--- config.mk ---
export PLATFORM = sky130hd
export DESIGN_NAME = noc_credit_link
export DESIGN_NICKNAME = d
export VERILOG_FILES = /design/src/rtl/noc_credit_link.sv
export SDC_FILE = /design/constraint.sdc
export NUM_CORES = 1
export LEC_CHECK = 0
export ABC_AREA = 1
export CAP_MARGIN = 20
export CORE_ASPECT_RATIO = 0.6
export CORE_MARGIN = 2
export CORE_UTILIZATION = 30
export DETAILED_ROUTE_END_ITERATION = 10
export RECOVER_POWER = 50
export SKIP_CTS_REPAIR_TIMING = 1
export SYNTH_ARGS = -nofsm -noshare
export SYNTH_HDL_FRONTEND = slang
export SYNTH_SLANG_ARGS = --single-unit
--- constraint.sdc ---
create_clock -name clk_noc -period 3.4 [get_ports clk_noc]
set_input_delay 0.51 -clock clk_noc [delete_from_list [all_inputs] [get_ports clk_noc]]
set_output_delay 0.51 -clock clk_noc [all_outputs]
set_load 0.01 [all_outputs]
--- src/rtl/noc_credit_link.sv ---
// Pipelined, credit-managed NoC link stage with a local re-timing flit buffer.
// Optional NOC_CREDIT_LINK_STATS_EN adds stat_flits / stat_packets counters.
module noc_credit_link #(
  parameter int unsigned FLIT_WIDTH         = 32,
  parameter int unsigned DEST_WIDTH         = 4,
  parameter int unsigned NUM_PIPELINE       = 0,
  parameter int unsigned LINK_BUFFER_DEPTH  = 2,
  parameter int unsigned DOWNSTREAM_CREDITS = 2
) (
  input  logic                  clk_noc,
  input  logic                  rst_n,
  input  logic [FLIT_WIDTH-1:0] data_in,
  input  logic [DEST_WIDTH-1:0] dest_in,
  input  logic                  is_tail_in,
  input  logic                  send_in,
  output logic                  credit_out,
  output logic [FLIT_WIDTH-1:0] data_out,
  output logic [DEST_WIDTH-1:0] dest_out,
  output logic                  is_tail_out,
  output logic                  send_out,
  input  logic                  credit_in,
  output logic                  link_err
`ifdef NOC_CREDIT_LINK_STATS_EN
  ,
  output logic [31:0]           stat_flits,
  output logic [31:0]           stat_packets
`endif
);

  localparam int unsigned PL_W  = FLIT_WIDTH + DEST_WIDTH + 1;
  localparam int unsigned CNT_W = $clog2(LINK_BUFFER_DEPTH + 1);
  localparam int unsigned PTR_W = (LINK_BUFFER_DEPTH > 1) ? $clog2(LINK_BUFFER_DEPTH) : 1;
  localparam int unsigned CRD_W = $clog2(DOWNSTREAM_CREDITS + 1);

  // Flit payload packed as {data, dest, is_tail}.
  logic [PL_W-1:0]       in_pl;
  logic                  fwd_vld;
  logic [PL_W-1:0]       fwd_pl;
  logic                  crd_tail;

  logic [PL_W-1:0]       mem_q [LINK_BUFFER_DEPTH];
  logic [PTR_W-1:0]      wr_ptr_q, wr_ptr_d;
  logic [PTR_W-1:0]      rd_ptr_q, rd_ptr_d;
  logic [CNT_W-1:0]      count_q, count_d;
  logic [CRD_W-1:0]      dcred_q, dcred_d;
  logic                  err_q, err_d;

  logic                  send_out_q;
  logic                  credit_out_q;
  logic [FLIT_WIDTH-1:0] data_out_q;
  logic [DEST_WIDTH-1:0] dest_out_q;
  logic                  is_tail_out_q;

  logic                  push, pop, wr_en, overflow, cred_ovf;
  logic                  empty, full;
  logic [PL_W-1:0]       head;

  assign in_pl = {data_in, dest_in, is_tail_in};

  // Forward and credit-return pipes share the same depth; payload flops are valid-gated.
  if (NUM_PIPELINE > 0) begin : g_pipe
    logic [NUM_PIPELINE-1:0] fwd_vld_q;
    logic [PL_W-1:0]         fwd_pl_q [NUM_PIPELINE];
    logic [NUM_PIPELINE-1:0] crd_q;

    always_ff @(posedge clk_noc) begin
      if (!rst_n) begin
        fwd_vld_q <= '0;
        crd_q     <= '0;
      end else begin
        fwd_vld_q[0] <= send_in;
        crd_q[0]     <= send_out_q;
        for (int i = 1; i < int'(NUM_PIPELINE); i++) begin
          fwd_vld_q[i] <= fwd_vld_q[i-1];
          crd_q[i]     <= crd_q[i-1];
        end
      end
    end

    always_ff @(posedge clk_noc) begin
      if (send_in) fwd_pl_q[0] <= in_pl;
      for (int i = 1; i < int'(NUM_PIPELINE); i++) begin
        if (fwd_vld_q[i-1]) fwd_pl_q[i] <= fwd_pl_q[i-1];
      end
    end

    assign fwd_vld  = fwd_vld_q[NUM_PIPELINE-1];
    assign fwd_pl   = fwd_pl_q[NUM_PIPELINE-1];
    assign crd_tail = crd_q[NUM_PIPELINE-1];
  end else begin : g_nopipe
    assign fwd_vld  = send_in;
    assign fwd_pl   = in_pl;
    assign crd_tail = send_out_q;
  end

  function automatic logic [PTR_W-1:0] ptr_inc(input logic [PTR_W-1:0] p);
    return (p == PTR_W'(LINK_BUFFER_DEPTH - 1)) ? '0 : PTR_W'(p + 1'b1);
  endfunction

  // Pop sees the incoming flit as well, so an empty buffer is bypassed in the same cycle.
  always_comb begin
    push     = fwd_vld;
    empty    = (count_q == '0);
    full     = (count_q == CNT_W'(LINK_BUFFER_DEPTH));
    pop      = (!empty || push) && (dcred_q != '0);
    head     = empty ? fwd_pl : mem_q[rd_ptr_q];
    wr_en    = push && (!full || pop);
    overflow = push && full && !pop;
    cred_ovf = 1'b0;
    wr_ptr_d = wr_ptr_q;
    rd_ptr_d = rd_ptr_q;
    count_d  = count_q;
    dcred_d  = dcred_q;

    if (wr_en) wr_ptr_d = ptr_inc(wr_ptr_q);
    if (pop)   rd_ptr_d = ptr_inc(rd_ptr_q);

    if (wr_en && !pop)      count_d = CNT_W'(count_q + 1'b1);
    else if (!wr_en && pop) count_d = CNT_W'(count_q - 1'b1);

    if (pop && !credit_in) begin
      dcred_d = CRD_W'(dcred_q - 1'b1);
    end else if (!pop && credit_in) begin
      if (dcred_q == CRD_W'(DOWNSTREAM_CREDITS)) cred_ovf = 1'b1;
      else                                       dcred_d  = CRD_W'(dcred_q + 1'b1);
    end

    err_d = err_q | overflow | cred_ovf;
  end

  always_ff @(posedge clk_noc) begin
    if (wr_en) mem_q[wr_ptr_q] <= fwd_pl;
  end

  always_ff @(posedge clk_noc) begin
    if (!rst_n) begin
      wr_ptr_q      <= '0;
      rd_ptr_q      <= '0;
      count_q       <= '0;
      dcred_q       <= CRD_W'(DOWNSTREAM_CREDITS);
      err_q         <= 1'b0;
      send_out_q    <= 1'b0;
      credit_out_q  <= 1'b0;
      data_out_q    <= '0;
      dest_out_q    <= '0;
      is_tail_out_q <= 1'b0;
    end else begin
      wr_ptr_q      <= wr_ptr_d;
      rd_ptr_q      <= rd_ptr_d;
      count_q       <= count_d;
      dcred_q       <= dcred_d;
      err_q         <= err_d;
      send_out_q    <= pop;
      credit_out_q  <= crd_tail;
      if (pop) begin
        data_out_q    <= head[PL_W-1 -: FLIT_WIDTH];
        dest_out_q    <= head[DEST_WIDTH:1];
        is_tail_out_q <= head[0];
      end
    end
  end

  assign send_out    = send_out_q;
  assign credit_out  = credit_out_q;
  assign data_out    = data_out_q;
  assign dest_out    = dest_out_q;
  assign is_tail_out = is_tail_out_q;
  assign link_err    = err_q;

`ifdef NOC_CREDIT_LINK_STATS_EN
  logic [31:0] stat_flits_q, stat_packets_q;

  always_ff @(posedge clk_noc) begin
    if (!rst_n) begin
      stat_flits_q   <= '0;
      stat_packets_q <= '0;
    end else if (pop) begin
      stat_flits_q <= stat_flits_q + 32'd1;
      if (head[0]) stat_packets_q <= stat_packets_q + 32'd1;
    end
  end

  assign stat_flits   = stat_flits_q;
  assign stat_packets = stat_packets_q;
`endif

endmodule
==> results of run 1 <==
## through the flow
stage | hold slack (ns) | setup WS, ns | util | power [mW]
floorplan | 0.450 | 0.786 | - | 3.53
global placement | 0.422 | 0.967 | 0.369 | 4.22
detailed placement | 0.449 | 0.900 | 0.369 | 4.24
CTS | 0.457 | 1.33 | 0.403 | 5.99
global route | 0.467 | 0.821 | 0.402 | 6.34
finish | 0.450 | 1.07 | 0.402 | 5.90
## per-layer routing
| layer | GRT usage | routed length (µm) | vias up |
|---|---|---|---|
| met4 | 0.0400 | 93 | 0 |
| met5 | 0 | 0 | - |
| met3 | 0.0426 | 752 | 8 |
| met1 | 0.201 | 6330 | 1749 |
| met2 | 0.204 | 5100 | 114 |
| li1 | - | - | 2001 |
## critical path: stages
cell	delay, ns
dlygate4sd3_1	0.63
nand2_1	0.10
nor2_1	0.14
clkbuf_1	0.96
## worst max path at each step
stage / startpoint / end / slack [ns] / depth (start not counted)
floorplan: count_q[0]$_SDFFE_PN0P_ / mem_q[0][0]$_DFFE_PP_ / 0.79 / 4
global route: rst_n / dcred_q[0]$_SDFFE_PN0P_ / 0.82 / 3
detailed placement: send_in / dcred_q[1]$_SDFFE_PN1P_ / 0.90 / 10
finish: send_in / mem_q[0][35]$_DFFE_PP_ / 1.07 / 4
global placement: send_in / dcred_q[1]$_SDFFE_PN1P_ / 0.97 / 10
CTS: send_in / dcred_q[1]$_SDFFE_PN1P_ / 1.33 / 10
## logic make-up (layout without fill, tap and decap cells)
logic type	after synthesis	count (layout)
AO/OA/AOI/OAI	41	41
XOR/XNOR	1	1
adder cells (fa/ha/maj)	3	3
buffers and inverters	86	173
flip-flops	121	121
AND/OR/NAND/NOR	332	332
## Yosys cell counts
library cell,n,area [µm²]
nand2_1,198,743
nor2_1,85,319
edfxtp_1,74,2220
inv_1,50,188
dfxtp_1,47,941
nand3_1,43,215
a21oi_1,39,195
buf_2,16,80.1
buf_4,9,67.6
clkbuf_1,4,15.0
inv_2,4,15.0
buf_6,3,33.8
ha_1,3,37.5
o21ai_0,2,10.0
nand2_2,1,6.26
nand3b_1,1,7.51
nand4_1,1,6.26
nor2_2,1,6.26
nor2_4,1,11.3
nor3_1,1,5.00
xor2_1,1,8.76
## layout make-up
cell class | instances | area share
Multi-Input combinational cell | 377 | 0.237
Timing Repair Buffer | 87 | 0.127
Clock inverter | 15 | 0.0213
Clock buffer | 17 | 0.0641
Tap cell | 228 | 0.0430
Sequential cell | 121 | 0.477
Inverter | 54 | 0.0306
## power groups by stage
stage	Combinational, mW	Clock (mW)	Sequential (mW)
2_1_floorplan	1.43	0	2.10
3_3_place_gp	2.19	0	2.03
3_5_place_dp	2.21	0	2.03
4_1_cts	2.22	1.76	2.00
5_1_grt	2.48	1.82	2.03
6_report	2.18	1.72	2.00
## flip-flops by register name (all words and copies together), names as in the netlist, named ones only
signal       flops
mem_q           74
data_out        32
dest_out         4
count_q          2
dcred_q          2
credit_out       1
is_tail_out      1
link_err         1
rd_ptr_q         1
send_out         1
wr_ptr_q         1
==> flow_metrics.py, run 1 <==
metrics = {
    "final_layout": {
        "fill_cells": 1672,
        "design_area_um2": 6630,
        "final_common_cell": "nand2_1",
        "drive_gt1_frac": 0.0700,
        "diodes": 0,
        "fin_nets": 702,
        "final_cell_mix": "197 x nand2_1, 85 x nor2_1, 74 x edfxtp_1, 49 x inv_1, 46 x dfxtp_1",
        "seq_area_um2": 3160,
        "fin_cells": 899,
        "multi_input_area_um2": 1570,
        "syn2layout_area_growth_pct": 29.2,
    },
    "sta": {
        "relSlewSlack": -0.477,
        "tightest_slew_ns": 2.22,
        "finClkSkew_ns": 0.0114,
        "fin_tns_setup_ns": 0,
        "setup_viol": 0,
        "period_needed_ns": 2.33,
        "rsz0062_at_grt": "no",
        "drv_slew": 46,
        "timing.fmax_ghz": 0.430,
        "min_period_over_period": 0.685,
        "hold_viol_final": 0,
    },
    "setup_path": {
        "cp.arrival_ns": 2.35,
        "crit_required_ns": 3.42,
        "critPathKind": "primary input to register",
        "r2r-start": "count_q[0]$_SDFFE_PN0P_",
        "r2r_cells": 5,
        "path_max_fanout": 21,
        "ff2ff_setup_slack_ns": 1.21,
        "start_kind": "primary input",
        "rr_endpoint": "mem_q[0][35]$_DFFE_PP_",
        "end_kind": "register",
    },
    "clocking": {
        "clk_path_buf_depth": 2,
        "numCtsBuffers": 17,
        "clk_pin_slew_worst_paths_ns": 0.06,
        "tritoncts": "built",
        "clkLatencyLatePin_ns": 0.41,
        "cts_sinks": 121,
        "h-tree-depth": 4,
        "cts-root-buf": "clkbuf_16",
    },
    "global_route": {
        "antenna_found_initial": 0,
        "grt_max_degree": 75,
        "track_usage": 0.140,
        "grt-ovfl-total": 0,
        "grt_pass1_vias": 3686,
        "grt_pass1_wl_um": 19700,
    },
    "synthesis": {
        "synth-simple-area-share": 0.257,
        "avgSynthCellArea_um2": 8.79,
        "ys_seq_area_frac": 0.616,
        "synth-xor-area-share": 0.00171,
        "synth_fa_ha_area_frac": 0.00731,
        "synth_top_family_by_area": "simple AND/OR/NAND/NOR gates",
        "muxShareOfSynthArea": 0,
        "syn-num-nets": 628,
        "synth_compound_area_frac": 0.0400,
        "synth_area_um2": 5130,
        "synth.distinct_cells": 21,
        "syn_inst": 584,
        "yosys_warnings": 0,
        "synth_seq_cells": 121,
    },
    "power": {
        "pwr-share-comb": 0.370,
        "irDropWorstVdd_mv": 0.503,
        "intPower_mw": 3.72,
        "clkPwrFrac": 0.291,
        "power.density_nw_per_um2": 890,
        "swShare": 0.371,
        "p_leak_nw": 2.76,
        "p_seq_frac": 0.339,
        "power_switching_mw": 2.19,
    },
    "placed_design": {
        "routabilityCongestion": 0.708,
        "place_inst": 867,
        "postPlaceCellArea_um2": 6080,
        "io_buffer_count": 80,
        "hpwl_um": 7070,
    },
    "job": {
        "maxCapViolations": 1,
    },
    "worst_hold_path": {
        "hold_path_class": "register to register",
        "whs_path_depth": 2,
        "hold_start": "send_out$_SDFF_PN0_",
        "min_to": "credit_out$_SDFF_PN0_",
    },
    "die": {
        "initial_core_util": 0.311,
        "die_w_um": 173,
        "design.die.area_um2": 18200,
        "core_region_area_um2": 16500,
        "ios": 81,
        "fp-row-count": 36,
        "die_h_um": 105,
    },
    "run_status": {
        "outcome": "complete, but fails checks",
        "violations": "max-capacitance violations, max-slew violations",
    },
    "detailed_routing": {
        "drt-initial-drc-count": 243,
        "drt-wirelength-per-cell_um": 13.6,
        "routed_wirelength_um": 12300,
        "drt-pass1-iter-count": 5,
        "drc": 0,
        "ant_nets": 0,
        "vias": 3872,
        "via_per_inst": 4.31,
    },
}
(Power assumes the default switching activity.)
==> run 2, diff against run 1 <==
- clock period: 3.4 -> 2 ns (I/O delays scaled with it)
==> run 2 against run 1 <==
Net effect: the flow now finishes without violations; die area is the same; hold slack lost 0.15 ns; core utilization grew 0.62 points; first-iteration DRC count shrank 26%; worst setup slack lost 0.78 ns; largest cell class unchanged; highest routed layer unchanged.
==> flow_metrics.py, run 2 (synthesis results as in run 1) <==
metrics = {
    "run_status": {
        "outcome": "complete, no violations",
    },
    "job": {
        "maxCapViolations": 0,
    },
    "sta": {
        "period_needed_ns": 1.71,
        "timing.fmax_ghz": 0.586,
        "relSlewSlack": 0.405,
        "tightest_slew_ns": 0.893,
        "drv_slew": 0,
        "setup_viol": 0,
        "fin_tns_setup_ns": 0,
        "hold_viol_final": 0,
        "fin_ws_ns": 0.294,
        "whs_ns": 0.298,
        "min_period_over_period": 0.853,
        "rsz0062_at_grt": "no",
        "finClkSkew_ns": 0.00885,
    },
    "final_layout": {
        "syn2layout_area_growth_pct": 31.2,
        "final_cell_mix": "197 x nand2_1, 84 x nor2_1, 74 x edfxtp_1, 50 x inv_1, 46 x dfxtp_1",
        "regMostFlops": "mem_q",
        "design_area_um2": 6740,
        "fin_nets": 709,
        "drive_gt1_frac": 0.0826,
        "final_common_cell": "nand2_1",
        "largest_reg_flops": 74,
    },
    "clocking": {
        "tritoncts": "built",
        "clk_path_buf_depth": 2,
        "numCtsBuffers": 17,
        "h-tree-depth": 4,
        "clk_pin_slew_worst_paths_ns": 0.06,
        "cts-root-buf": "clkbuf_16",
        "clkLatencyLatePin_ns": 0.41,
        "cts_sinks": 121,
    },
    "power": {
        "pwr-share-comb": 0.378,
        "power.total_mw": 10.0,
        "swShare": 0.363,
        "power_switching_mw": 3.64,
        "p_leak_nw": 2.82,
        "p_seq_frac": 0.339,
        "irDropWorstVdd_mv": 0.536,
        "intPower_mw": 6.38,
        "power.density_nw_per_um2": 1490,
        "clkPwrFrac": 0.284,
    },
    "placed_design": {
        "routabilityCongestion": 0.711,
        "io_buffer_count": 80,
        "postPlaceCellArea_um2": 6210,
        "hpwl_um": 7340,
        "pre_cts_ws_ns": 0.0645,
    },
    "global_route": {
        "grt_pass1_wl_um": 19600,
        "track_usage": 0.138,
        "grt_max_degree": 75,
        "antenna_found_initial": 1,
        "grt_pass1_vias": 3712,
        "grt-ovfl-total": 0,
    },
    "detailed_routing": {
        "drt-pass1-iter-count": 5,
        "vias": 3828,
        "drc": 0,
        "routed_wirelength_um": 11800,
        "drt-initial-drc-count": 181,
        "ant_nets": 0,
        "via_per_inst": 4.22,
        "drt-wirelength-per-cell_um": 13.1,
    },
    "die": {
        "fp-row-count": 36,
        "design.die.area_um2": 18200,
        "die_h_um": 105,
        "ios": 81,
        "initial_core_util": 0.311,
        "die_w_um": 173,
        "core_region_area_um2": 16500,
    },
    "setup_path": {
        "crit_required_ns": 2.29,
        "r2r-start": "dcred_q[0]$_SDFFE_PN0P_",
        "path_max_fanout": 38,
        "crit_start": "dcred_q[0]$_SDFFE_PN0P_",
        "cp.arrival_ns": 2.00,
        "end_kind": "register",
        "critPathKind": "register to register",
        "start_kind": "register",
    },
    "worst_hold_path": {
        "hold_start": "rst_n",
        "hold_path_class": "primary input to register",
    },
}
==> run 2: layout make-up <==
| type | count | area (µm²) |
|---|---|---|
| Tap cell | 228 | 285 |
| Inverter | 54 | 203 |
| Clock inverter | 15 | 130 |
| Antenna cell | 1 | 2.50 |
| Fill cell | 1669 | 9750 |
| Multi-Input combinational cell | 377 | 1580 |
| Clock buffer | 17 | 425 |
| Sequential cell | 121 | 3160 |
| Timing Repair Buffer | 94 | 943 |
==> run 2: worst paths after layout <==
check | end | slack [ns] | cells after the start
worst max-delay path | data_out[15]$_SDFFE_PN0P_ | 0.29 | 6
worst min-delay path | dcred_q[1]$_SDFFE_PN1P_ | 0.30 | 2
worst min register to register | credit_out$_SDFF_PN0_ | 0.44 | 2
worst max register to register | data_out[15]$_SDFFE_PN0P_ | 0.29 | 6
==> run 2: worst max-delay path: stages (launching register included) <==
cell and delay (ns):
dfxtp_1 0.40, nor2_2 0.07, inv_2 0.06, clkbuf_2 0.68
nand3_1 0.15, nor2_1 0.17, nor2_1 0.07
==> run 2: power by group through the flow <==
stage                     Clock (mW)  Combinational [mW]  Sequential (mW)
after CTS                       2.93                3.89             3.40
after global placement             0                3.84             3.45
after global routing            3.03                4.34             3.45
after detailed placement           0                3.87             3.45
after floorplan                    0                2.43             3.56
final                           2.84                3.79             3.39
==> run 2: through the flow <==
step,util,std cells
floorplan,-,584
global placement,0.377,874
detailed placement,0.377,874
CTS,0.410,906
global route,0.409,907
finish,0.409,907
==> run 2: routing by layer <==
metal  share of wire  GRT usage
met1            0.52      0.191
met2            0.41      0.207
met3           0.063     0.0411
met4          0.0070     0.0436
met5               0          0
==> run 3, diff against run 2 <==
- SKIP_LAST_GASP: unset -> 1
==> results of run 3 <==
The final DEF is identical to that of run 2; final timing and power are the same.
